`src/rtl/interest_parser_if.sv`:
```
// Byte-serial ingress and parsed-interest egress bundle for interest_parser.
// master drives packet bytes in; slave is the parser.
interface interest_parser_if;
    logic [7:0]  in_byte;
    logic        in_valid;
    logic        in_last;
    logic        in_ready;
    logic [63:0] prefix;
    logic [5:0]  len;
    logic        out_bit;
    logic        parse_error;
    logic [7:0]  drop_count;

    modport master (
        output in_byte, in_valid, in_last,
        input  in_ready, prefix, len, out_bit, parse_error, drop_count
    );

    modport slave (
        input  in_byte, in_valid, in_last,
        output in_ready, prefix, len, out_bit, parse_error, drop_count
    );
endinterface

```
`src/rtl/interest_parser.sv`:
```
// NDN interest TLV front-end: validates type/length framing, packs name bytes
// MSB-first into a 64-bit prefix, and drains and counts malformed packets.
module interest_parser #(
    parameter logic [7:0]  INTEREST_TYPE  = 8'h05,
    parameter int unsigned MAX_NAME_BYTES = 7
) (
    input  logic               clk,
    input  logic               rst,
    interest_parser_if.slave   bus
);

    typedef enum logic [2:0] {
        IDLE,
        LEN,
        NAME,
        EMIT,
        DROP
    } state_t;

    state_t      r_state;
    state_t      w_next_state;
    logic [2:0]  r_name_len;
    logic [2:0]  r_cnt;
    logic [63:0] r_shift;
    logic [63:0] r_prefix;
    logic [5:0]  r_len;
    logic        r_err;
    logic [7:0]  r_drop_count;

    logic        w_ready;
    logic        w_xfer;
    logic        w_err;
    logic        w_len_ok;
    logic        w_name_last;
    logic [63:0] w_shift;

    assign w_ready     = (r_state != EMIT);
    assign w_xfer      = bus.in_valid && w_ready;
    assign w_len_ok    = (bus.in_byte >= 8'd1) && (bus.in_byte <= 8'(MAX_NAME_BYTES));
    assign w_name_last = (r_cnt == (r_name_len - 3'd1));

    // Name byte k lands at bit offset 8*(7-k); ~r_cnt is 7-k in three bits.
    always_comb begin
        w_shift = r_shift;
        w_shift[{~r_cnt, 3'b000} +: 8] = bus.in_byte;
    end

    always_comb begin
        w_next_state = r_state;
        w_err        = 1'b0;
        case (r_state)
            IDLE: if (w_xfer) begin
                if (bus.in_byte == INTEREST_TYPE && !bus.in_last) begin
                    w_next_state = LEN;
                end else begin
                    w_err        = 1'b1;
                    w_next_state = bus.in_last ? IDLE : DROP;
                end
            end
            LEN: if (w_xfer) begin
                if (w_len_ok && !bus.in_last) begin
                    w_next_state = NAME;
                end else begin
                    w_err        = 1'b1;
                    w_next_state = bus.in_last ? IDLE : DROP;
                end
            end
            NAME: if (w_xfer) begin
                if (w_name_last) begin
                    if (bus.in_last) begin
                        w_next_state = EMIT;
                    end else begin
                        w_err        = 1'b1;
                        w_next_state = DROP;
                    end
                end else if (bus.in_last) begin
                    w_err        = 1'b1;
                    w_next_state = IDLE;
                end
            end
            EMIT: w_next_state = IDLE;
            DROP: if (w_xfer && bus.in_last) w_next_state = IDLE;
            default: w_next_state = IDLE;
        endcase
    end

    always_ff @(posedge clk) begin
        if (rst) begin
            r_state      <= IDLE;
            r_name_len   <= '0;
            r_cnt        <= '0;
            r_shift      <= '0;
            r_prefix     <= '0;
            r_len        <= '0;
            r_err        <= 1'b0;
            r_drop_count <= '0;
        end else begin
            r_state <= w_next_state;
            r_err   <= w_err;
            if (w_err && r_drop_count != 8'hFF) begin
                r_drop_count <= r_drop_count + 8'd1;
            end
            if (r_state == LEN && w_xfer && w_next_state == NAME) begin
                r_name_len <= bus.in_byte[2:0];
                r_shift    <= '0;
                r_cnt      <= '0;
            end
            if (r_state == NAME && w_xfer) begin
                r_shift <= w_shift;
                r_cnt   <= r_cnt + 3'd1;
            end
            if (r_state == NAME && w_next_state == EMIT) begin
                r_prefix <= w_shift;
                r_len    <= {r_name_len, 3'b000};
            end
        end
    end

    assign bus.in_ready    = w_ready;
    assign bus.prefix      = r_prefix;
    assign bus.len         = r_len;
    assign bus.out_bit     = (r_state == EMIT);
    assign bus.parse_error = r_err;
    assign bus.drop_count  = r_drop_count;

endmodule
```
`src/flat_wrapper.sv`:
```
// flat-port wrapper written by rule: the top's interface ports become plain ports
module interest_parser_flat 
#(
    parameter logic [7:0]  INTEREST_TYPE  = 8'h05,
    parameter int unsigned MAX_NAME_BYTES = 7
)
  (clk, rst, bus_in_byte, bus_in_valid, bus_in_last, bus_in_ready, bus_prefix, bus_len, bus_out_bit, bus_parse_error, bus_drop_count);
  interest_parser_if bus_i ();
  input  logic clk;
  input  logic rst;
  input wire logic [$bits(bus_i.in_byte)-1:0] bus_in_byte;
  input wire logic [$bits(bus_i.in_valid)-1:0] bus_in_valid;
  input wire logic [$bits(bus_i.in_last)-1:0] bus_in_last;
  output wire logic [$bits(bus_i.in_ready)-1:0] bus_in_ready;
  output wire logic [$bits(bus_i.prefix)-1:0] bus_prefix;
  output wire logic [$bits(bus_i.len)-1:0] bus_len;
  output wire logic [$bits(bus_i.out_bit)-1:0] bus_out_bit;
  output wire logic [$bits(bus_i.parse_error)-1:0] bus_parse_error;
  output wire logic [$bits(bus_i.drop_count)-1:0] bus_drop_count;
  assign bus_i.in_byte = bus_in_byte;
  assign bus_i.in_valid = bus_in_valid;
  assign bus_i.in_last = bus_in_last;
  assign bus_in_ready = bus_i.in_ready;
  assign bus_prefix = bus_i.prefix;
  assign bus_len = bus_i.len;
  assign bus_out_bit = bus_i.out_bit;
  assign bus_parse_error = bus_i.parse_error;
  assign bus_drop_count = bus_i.drop_count;
  interest_parser #(.INTEREST_TYPE(INTEREST_TYPE), .MAX_NAME_BYTES(MAX_NAME_BYTES)) u_core (.clk(clk), .rst(rst), .bus(bus_i));
endmodule
```
`config.mk`:
```
export PLATFORM = sky130hd
export DESIGN_NAME = interest_parser_flat
export DESIGN_NICKNAME = d
export VERILOG_FILES = /design/src/rtl/interest_parser_if.sv /design/src/rtl/interest_parser.sv /design/src/flat_wrapper.sv
export SDC_FILE = /design/constraint.sdc
export NUM_CORES = 1
export LEC_CHECK = 0
export CORE_MARGIN = 2
export CORE_UTILIZATION = 45
export CTS_CLUSTER_DIAMETER = 60
export DETAILED_ROUTE_END_ITERATION = 8
export PLACE_DENSITY = 0.77
export SYNTH_ARGS = -nofsm -noshare
export SYNTH_HDL_FRONTEND = slang
export SYNTH_SLANG_ARGS = --single-unit
```
`constraint.sdc`:
```
create_clock -name clk -period 5.6 [get_ports clk]
set_clock_uncertainty 0.2 [all_clocks]
set_input_delay 1.12 -clock clk [delete_from_list [all_inputs] [get_ports clk]]
set_output_delay 1.12 -clock clk [all_outputs]
set_load 0.01 [all_outputs]
```
==> key figures, run 1 <==
Final layout
  • Multi-input logic area: 0.00339 mm2
  • Ant. Diodes: 0
  • P&R area growth vs syn: 20.8%
  • Post-layout nets: 884
  • FF+latch area: 0.00298 mm2
  • FILL cells: 1,328
  • Share of cells above drive strength 1: 8.31%
  • Design Area, Final: 0.00819 mm2

Power
  • Cell Pwr Density: 278 mW/mm2
  • Leakage: 2.72 nW
  • Peak supply drop: 0.209 mV

Synth
  • Ys async rst share: 0%
  • Library cells used by synthesis: 50
  • Post-Syn Area: 0.00678 mm2
  • Post-Syn Area per Cell: 8.32 um2
  • Synth Instances: 815
  • Synth warn: 0
  • Synth Flop Type: dfxtp_1
  • Yosys reg bits: 149
  • Synth cell count leaders: 149 x dfxtp_1, 126 x nor2_1, 104 x nand2_1
  • Area share of the largest cell type after synthesis: 44.0%
  • Ranking of synthesized cells by area: dfxtp_1 44%, nor2_1 7.0%, nand2_1 5.8%
  • Register area share after synthesis: 44.0%
  • Top-count cell post-synth: dfxtp_1
  • Post-synth EDFFs: 0
  • Synth area leader: dfxtp_1

Die
  • Starting Density: 46.3%
  • Die Y: 127 um
  • I/O pins: 93
  • Core area: 0.0146 mm2
  • FP Rows: 44
  • Die Area: 0.0161 mm2
  • Width of the die: 127 um

Global route
  • Overflow after GRT: 0
  • Vias in the first global route: 5,309
  • Antenna violations before repair: 0
  • Global-route wire length before repair: 27.2 mm
  • Gr usage total: 21.1%
  • Largest net degree at the start of global routing: 83

Timing
  • Final Hold Viols: 0
  • Final Max Slew Viols: 0
  • Final worst slack: 1.73 ns
  • Final Setup Violations: 0
  • Tmin final: 3.87 ns
  • Maximum clock rate: 258 MHz
  • Fin crit share: 69.1%
  • RSZ-0062 raised after global routing: false
  • Slew margin rel.: 36.6%
  • Setup tns final: 0 ns
  • Pin slew with the least headroom to its limit: 0.950 ns

Detailed routing
  • Vias per cell: 5.61
  • Antenna-violating nets left: 0
  • Detailed Routing Iterations Pass 1: 5
  • Vias post-DR: 5,958
  • Drc violations: 0
  • DR WL/cell: 15.6 um
  • Iteration-0 DRC count of the detailed router: 591
  • Final wirelength: 16.6 mm

Placed design
  • Port Buf Inserts: 89
  • Detailed placement HPWL: 10.7 mm
  • Pre-CTS WS: 1.30 ns
  • GPL Wtd Cong: 0.833
  • Placement Cell Area: 0.00759 mm2

Critical path
  • R2R setup slack: 2.59 ns
  • Crit path capture type: flip-flop
  • CP startpoint kind: input pin
  • Worst Path Required: 5.67 ns
  • Critical path fanouts, max: 48
  • Worst Reg2Reg Path Length in Cells: 6
  • Arrival time at the worst endpoint: 3.94 ns
  • Reg-to-reg startpoint: u_core.r_cnt[0]
  • Type of the worst setup path: input pin to flip-flop
  • Worst flop-to-flop path endpoint: u_core.r_shift[5]

Clock network
  • Post-CTS setup buffer count: 0
  • CTS tree: done
  • Clock slew at reported path FFs: 0.06 ns
  • H-tree depth: 4
  • Gates resized, CTS repair: 0
  • Clock sinks: 149
  • Clk buf depth: 2
  • Root buf cell: clkbuf_16
  • Cts bufs inserted: 17
  • Post-cts hold buffer count: 0
  • Worst skew pair latency: 0.43 ns

Worst hold path
  • Min-Delay Path Depth: 2
  • Worst Hold Path EP: u_core.bus.len[3]
  • Hold WC Path Type: flip-flop to flip-flop
  • Hold wc startpoint: u_core.bus.len[3]

Run
  • Max Cap Violations: 0

Outcome
  • Status: finished, final reports clean
## per-stage QoR
| step | utilization [%] | cells | total power, mW | hold slack, ns |
|---|---|---|---|---|
| floorplan | - | 817 | 1.13 | 0.245 |
| global placement | 51.9 | 1030 | 1.15 | 0.247 |
| detailed placement | 51.9 | 1030 | 1.15 | 0.252 |
| CTS | 55.9 | 1062 | 2.29 | 0.259 |
| global route | 55.9 | 1062 | 2.36 | 0.276 |
| finish | 55.9 | 1062 | 2.28 | 0.255 |
## state kept, by name (all words and copies together), names as in the netlist
name                    cells
u_core.bus.parse_error      1
u_core.r_shift             64
u_core.r_name_len           3
u_core.bus.len              3
u_core.bus.drop_count       8
u_core.r_cnt                3
u_core.r_state              3
u_core.bus.prefix          64
## logic make-up after synthesis
| logic type | synth area share, % |
|---|---|
| AO/OA/AOI/OAI | 17.3 |
| XOR/XNOR | 0.757 |
| adder cells (fa/ha/maj) | 1.29 |
| buffers and inverters | 6.18 |
| flip-flops | 44.0 |
| multiplexers | 5.52 |
| other | 0.0553 |
| AND/OR/NAND/NOR | 24.9 |
## how the worst max path moves through the flow
| stage | start | endpoint | cells after the start |
|---|---|---|---|
| after floorplan | bus_in_byte[7] | u_core.r_shift[23] | 8 |
| after global placement | bus_in_byte[6] | u_core.r_shift[44] | 7 |
| after detailed placement | bus_in_byte[7] | u_core.r_shift[43] | 7 |
| after CTS | bus_in_byte[7] | u_core.r_shift[43] | 7 |
| after global routing | bus_in_byte[7] | u_core.r_shift[43] | 7 |
| final | bus_in_byte[7] | u_core.r_shift[43] | 7 |
## cell usage in the layout (no fill, tap or decap), drive strengths merged, types with 3 or more instances in the layout
cell           instances
a311oi                15
a211oi                42
mux2                   3
mux2i                 34
clkbuf                24
nor2                 127
ha                     7
inv                    7
a31oi                 21
clkdlybuf4s50         88
or4                    3
clkinv                 5
conb                   3
nand3                 76
o21ai                 14
dfxtp                149
o211ai                11
nor3                  13
nor3b                  4
and2                  17
nor2b                  7
nand2                104
a21oi                 64
or2                    4
buf                   11
## power by group
part / internal (mW) / total [mW] / switching (mW)
combinational: 0.0204 / 0.0656 / 0.0452
clock: 0.713 / 1.15 / 0.433
sequential: 1.06 / 1.06 / 0.00233
total: 1.79 / 2.28 / 0.480
## critical path: stages
cell and delay, ns:
clkdlybuf4s50_1 0.64, nor3_4 0.30, o311ai_1 0.14, or4_2 1.11
buf_4 0.41, nand3_1 0.12, a21oi_1 0.08
## per-layer routing
layer	wire length (um)	vias up	track usage, %	share of wire (%)
met5	0	-	0	0
li1	-	2958	-	-
met4	299	0	7.37	1.8
met2	7820	175	32.6	47
met3	892	32	4.98	5.4
met1	7580	2793	29.0	46
## cell type report
type	instances	share of cell area (%)
repair buffers	99	11.8
clock buffers	24	6.12
inverters	7	0.321
multi-input cells	591	41.4
flip-flops and latches	149	36.4
well taps	184	2.81
clock inverters	8	1.18
Note: power is estimated with default switching activity, not from simulation.
==> run 2, diff against run 1 <==
==> constraint.sdc (replaced) <==
create_clock -name clk -period 4.05 [get_ports clk]
set_clock_uncertainty 0.2 [all_clocks]
set_input_delay 0.81 -clock clk [delete_from_list [all_inputs] [get_ports clk]]
set_output_delay 0.81 -clock clk [all_outputs]
set_load 0.01 [all_outputs]
==> key figures, run 2 (synthesis results as in run 1) <==
Detailed routing
  • Final wirelength: 16.9 mm
  • Vias per cell: 5.57
  • Detailed Routing Iterations Pass 1: 5
  • Iteration-0 DRC count of the detailed router: 621
  • Antenna-violating nets left: 0
  • Vias post-DR: 5,953
  • Drc violations: 0
  • DR WL/cell: 15.8 um

Clock network
  • Clock slew at reported path FFs: 0.06 ns
  • Worst skew pair latency: 0.42 ns
  • Cts bufs inserted: 17
  • CTS tree: done
  • Clk buf depth: 2
  • Post-cts hold buffer count: 0
  • H-tree depth: 4
  • Post-CTS setup buffer count: 0
  • Gates resized, CTS repair: 0
  • Root buf cell: clkbuf_16
  • Clock sinks: 149

Timing
  • Tmin final: 3.33 ns
  • RSZ-0062 raised after global routing: false
  • Final Max Slew Viols: 0
  • Pin slew with the least headroom to its limit: 1.02 ns
  • Fin crit share: 82.3%
  • Maximum clock rate: 300 MHz
  • Final Hold Viols: 0
  • Setup tns final: 0 ns
  • Slew margin rel.: 31.7%
  • Final Setup Violations: 0

Die
  • FP Rows: 44
  • Core area: 0.0146 mm2
  • Die Y: 127 um
  • Width of the die: 127 um
  • Starting Density: 46.3%
  • I/O pins: 93
  • Die Area: 0.0161 mm2

Run
  • Max Cap Violations: 0

Critical path
  • Worst Path Required: 4.20 ns
  • CP Buf/Inv Count: 0
  • CP startpoint kind: flip-flop
  • Type of the worst setup path: flip-flop to flip-flop
  • Most common cell on crit path: ha_1
  • Critical path fanouts, max: 16
  • Crit-path cells: ha_1 -> ha_1 -> a31oi_1 -> nand2_1 -> o211ai_1 -> o21ai_0 -> nor2_1
  • Crit path capture type: flip-flop
  • Crit-path slowest cell: a31oi_1
  • Worst path top cell family by delay: compound AO/OA/AOI/OAI gates
  • Max incr delay on CP: 0.78 ns
  • Arrival time at the worst endpoint: 3.48 ns

Final layout
  • Most frequent cells in the layout: 149 x dfxtp_1, 126 x nor2_1, 104 x nand2_1
  • Share of cells above drive strength 1: 8.82%
  • Ant. Diodes: 0
  • P&R area growth vs syn: 22.1%
  • Final Non-Filler Cells: 1,068
  • Post-layout nets: 890
  • Most common cell after layout, fill and taps aside: dfxtp_1

Outcome
  • Status: finished, final reports clean

Placed design
  • GPL Wtd Cong: 0.837
  • Detailed placement HPWL: 10.8 mm
  • Post-Place Cells: 1,036
  • Port Buf Inserts: 89

Power
  • Peak supply drop: 0.276 mV
  • Sequential share of power: 46.4%
  • Clock power share: 50.6%
  • Leakage: 2.75 nW
  • P_sw: 0.661 mW
  • Cell Pwr Density: 383 mW/mm2
  • Internal Power: 2.51 mW
  • Switching Fraction: 20.8%
  • Comb pwr share: 3.0%

Global route
  • Vias in the first global route: 5,230
  • Antenna violations before repair: 0
  • Global-route wire length before repair: 27.1 mm
  • Overflow after GRT: 0
  • Largest net degree at the start of global routing: 90
  • Gr usage total: 20.8%

Worst hold path
  • Hold WC Path Type: flip-flop to flip-flop
-- run 2: layout make-up --
cell class | instances | area [um2]
tap | 184 | 230
sequential | 149 | 2980
fill | 1309 | 6360
inverter | 7 | 26.3
clock inverter | 9 | 125
timing repair buffer | 105 | 1050
clock buffer | 23 | 478
multi-input combinational | 591 | 3390
-- run 2: metrics by stage --
stage / power (mW) / worst slack (ns) / hold slack [ns] / util, % / cell area [um2]
global placement: 1.60 / 0.672 / 0.245 / 52.4 / 7680
floorplan: 1.56 / 1.48 / 0.245 / - / 6790
detailed placement: 1.60 / 0.568 / 0.248 / 52.4 / 7680
CTS: 3.20 / 0.836 / 0.256 / 56.5 / 8280
global route: 3.27 / 0.511 / 0.282 / 56.5 / 8280
finish: 3.17 / 0.719 / 0.252 / 56.5 / 8280
-- run 2: path summary, 6_finish.rpt --
path | start | depth (start not counted) | slack, ns | end
max reg2reg | u_core.r_cnt[0] | 7 | 0.72 | u_core.bus.prefix[49]
max | u_core.r_cnt[0] | 7 | 0.72 | u_core.bus.prefix[49]
min reg2reg | u_core.bus.len[5] | 2 | 0.25 | u_core.bus.len[5]
min | u_core.bus.len[5] | 2 | 0.25 | u_core.bus.len[5]
-- run 2: layer usage --
metal	routed length (um)	GRT usage (%)	vias up
li1	-	-	2967
met1	7790	28.4	2780
met2	8030	33.7	184
met3	791	3.54	22
met4	272	7.11	0
met5	0	0	-
-- run 2: power by group through the flow --
stage,Sequential [mW],Clock (mW),Combinational (mW)
2_1_floorplan,1.50,0,0.0530
3_3_place_gp,1.50,0,0.0924
3_5_place_dp,1.50,0,0.0930
4_1_cts,1.47,1.63,0.0933
5_1_grt,1.47,1.70,0.101
6_report,1.47,1.61,0.0946
-- run 2: tightest hold or removal path, delay by kind of cell, from the launching register on --
family / cells / cell delay, ns
flops: 1 / 0.30
simple gates: 1 / 0.05
compound gates: 1 / 0.05
==> run 3, diff against run 2 <==
--- a/config.mk
+++ b/config.mk
@@ -9,7 +9,7 @@
 export CORE_UTILIZATION = 45
 export CTS_CLUSTER_DIAMETER = 60
 export DETAILED_ROUTE_END_ITERATION = 8
-export PLACE_DENSITY = 0.77
+export PLACE_DENSITY = 0.79
 export SYNTH_ARGS = -nofsm -noshare
 export SYNTH_HDL_FRONTEND = slang
 export SYNTH_SLANG_ARGS = --single-unit
==> constraint.sdc (replaced) <==
create_clock -name clk -period 2.9 [get_ports clk]
set_clock_uncertainty 0.2 [all_clocks]
set_input_delay 0.58 -clock clk [delete_from_list [all_inputs] [get_ports clk]]
set_output_delay 0.58 -clock clk [all_outputs]
set_load 0.01 [all_outputs]
==> key figures, run 3 (synthesis results as in run 1) <==
Detailed routing
  • Vias per cell: 5.50
  • Final wirelength: 16.8 mm
  • Drc violations: 0
  • Vias post-DR: 5,977
  • Detailed Routing Iterations Pass 1: 6
  • Iteration-0 DRC count of the detailed router: 512
  • Antenna-violating nets left: 0
  • DR WL/cell: 15.4 um

Die
  • Die Area: 0.0161 mm2
  • I/O pins: 93
  • Starting Density: 46.3%
  • FP Rows: 44
  • Width of the die: 127 um
  • Core area: 0.0146 mm2
  • Die Y: 127 um

Timing
  • Final Hold Viols: 0
  • Tmin final: 2.71 ns
  • Maximum clock rate: 370 MHz
  • Slew margin rel.: 62.9%
  • Hold slack: 0.261 ns
  • Final Max Slew Viols: 0
  • Fin crit share: 93.3%
  • Setup tns final: 0 ns
  • Final Setup Violations: 0
  • RSZ-0062 raised after global routing: false
  • Pin slew with the least headroom to its limit: 0.556 ns

Critical path
  • Crit path capture type: output pin
  • Worst Path Required: 2.12 ns
  • CP startpoint kind: flip-flop
  • Critical path startpoint: u_core.r_state[0]
  • Type of the worst setup path: flip-flop to output pin
  • Critical path fanouts, max: 9
  • Reg-to-reg startpoint: u_core.r_cnt[1]
  • Arrival time at the worst endpoint: 1.93 ns

Clock network
  • H-tree depth: 4
  • Gates resized, CTS repair: 0
  • Clk buf depth: 2
  • Root buf cell: clkbuf_16
  • Post-cts hold buffer count: 0
  • CTS tree: done
  • Cts bufs inserted: 17
  • Clock sinks: 149
  • Post-CTS setup buffer count: 0
  • Worst skew pair latency: 0.43 ns
  • Clock slew at reported path FFs: 0.06 ns

Power
  • Switching Fraction: 21.1%
  • Peak supply drop: 0.461 mV
  • Clock power share: 50.7%
  • Leakage: 2.86 nW
  • Comb pwr share: 3.2%
  • Sequential share of power: 46.1%
  • P_sw: 0.939 mW
  • Cell Pwr Density: 527 mW/mm2
  • Internal Power: 3.52 mW

Placed design
  • GPL Wtd Cong: 0.858
  • Port Buf Inserts: 89
  • Placement Cell Area: 0.00785 mm2
  • Post-Place Cells: 1,055
  • Detailed placement HPWL: 11.0 mm

Global route
  • Gr usage total: 21.2%
  • Global-route wire length before repair: 27.5 mm
  • Antenna violations before repair: 0
  • Largest net degree at the start of global routing: 65
  • Overflow after GRT: 0
  • Vias in the first global route: 5,468

Final layout
  • Final Util: 57.7%
  • Most common cell after layout, fill and taps aside: dfxtp_1
  • Post-layout nets: 909
  • Design Area, Final: 0.00845 mm2
  • FILL cells: 1,313
  • Final Non-Filler Cells: 1,087
  • Ant. Diodes: 0
  • Share of cells above drive strength 1: 10.7%
  • Most frequent cells in the layout: 149 x dfxtp_1, 126 x nor2_1, 104 x nand2_1
  • P&R area growth vs syn: 24.6%

Worst hold path
  • Hold WC Path Type: flip-flop to flip-flop
  • Hold wc startpoint: u_core.bus.len[4]

Outcome
  • Status: finished, final reports clean

Run
  • Max Cap Violations: 0
-- run 3: changes by cell type in the layout (fill, tap and decap cells not counted), sizes merged --
cell and delta:
buf +19
-- run 3: metrics by stage --
stage / setup WS [ns] / power, mW
global placement: -0.0140 / 2.24
CTS: 0.173 / 4.50
detailed placement: -0.0755 / 2.24
floorplan: 0.389 / 2.17
finish: 0.194 / 4.46
global route: 0.0528 / 4.58
-- run 3: cell type report --
class | instances | area [um2] | area share [%]
inverter | 7 | 26.3 | 0.311
clock buffer | 23 | 478 | 5.66
tap | 184 | 230 | 2.73
multi-input combinational | 591 | 3390 | 40.2
sequential | 149 | 2980 | 35.3
timing repair buffer | 124 | 1210 | 14.4
clock inverter | 9 | 125 | 1.48
-- run 3: power by group through the flow --
stage | combinational, mW | clock [mW] | sequential, mW
floorplan | 0.0740 | 0 | 2.10
global placement | 0.140 | 0 | 2.10
detailed placement | 0.140 | 0 | 2.10
CTS | 0.141 | 2.30 | 2.06
global route | 0.153 | 2.38 | 2.05
finish | 0.142 | 2.26 | 2.06
-- run 3: layer usage --
| metal | part of all wire, % | wire length, um | track usage [%] | vias to the layer above |
|---|---|---|---|---|
| met5 | 0 | 0 | 0 | - |
| met4 | 2.0 | 340 | 9.05 | 0 |
| met3 | 4.9 | 824 | 4.47 | 22 |
| met2 | 47 | 7870 | 32.8 | 165 |
| met1 | 46 | 7740 | 28.8 | 2786 |
| li1 | - | - | - | 3004 |
-- run 3: critical path, stage by stage, from the launching register on --
cell             delay (ns)
dfxtp_1                0.51
nor2b_1                0.28
nand2_1                0.12
inv_1                  0.07
clkdlybuf4s50_1        0.52
-- run 3: final timing paths --
path | cells past startpoint | slack (ns) | end
hold reg to reg | 2 | 0.26 | u_core.bus.len[4]
setup / recovery | 4 | 0.19 | bus_out_bit
hold / removal | 2 | 0.26 | u_core.bus.len[4]
setup reg to reg | 7 | 0.23 | u_core.r_shift[42]
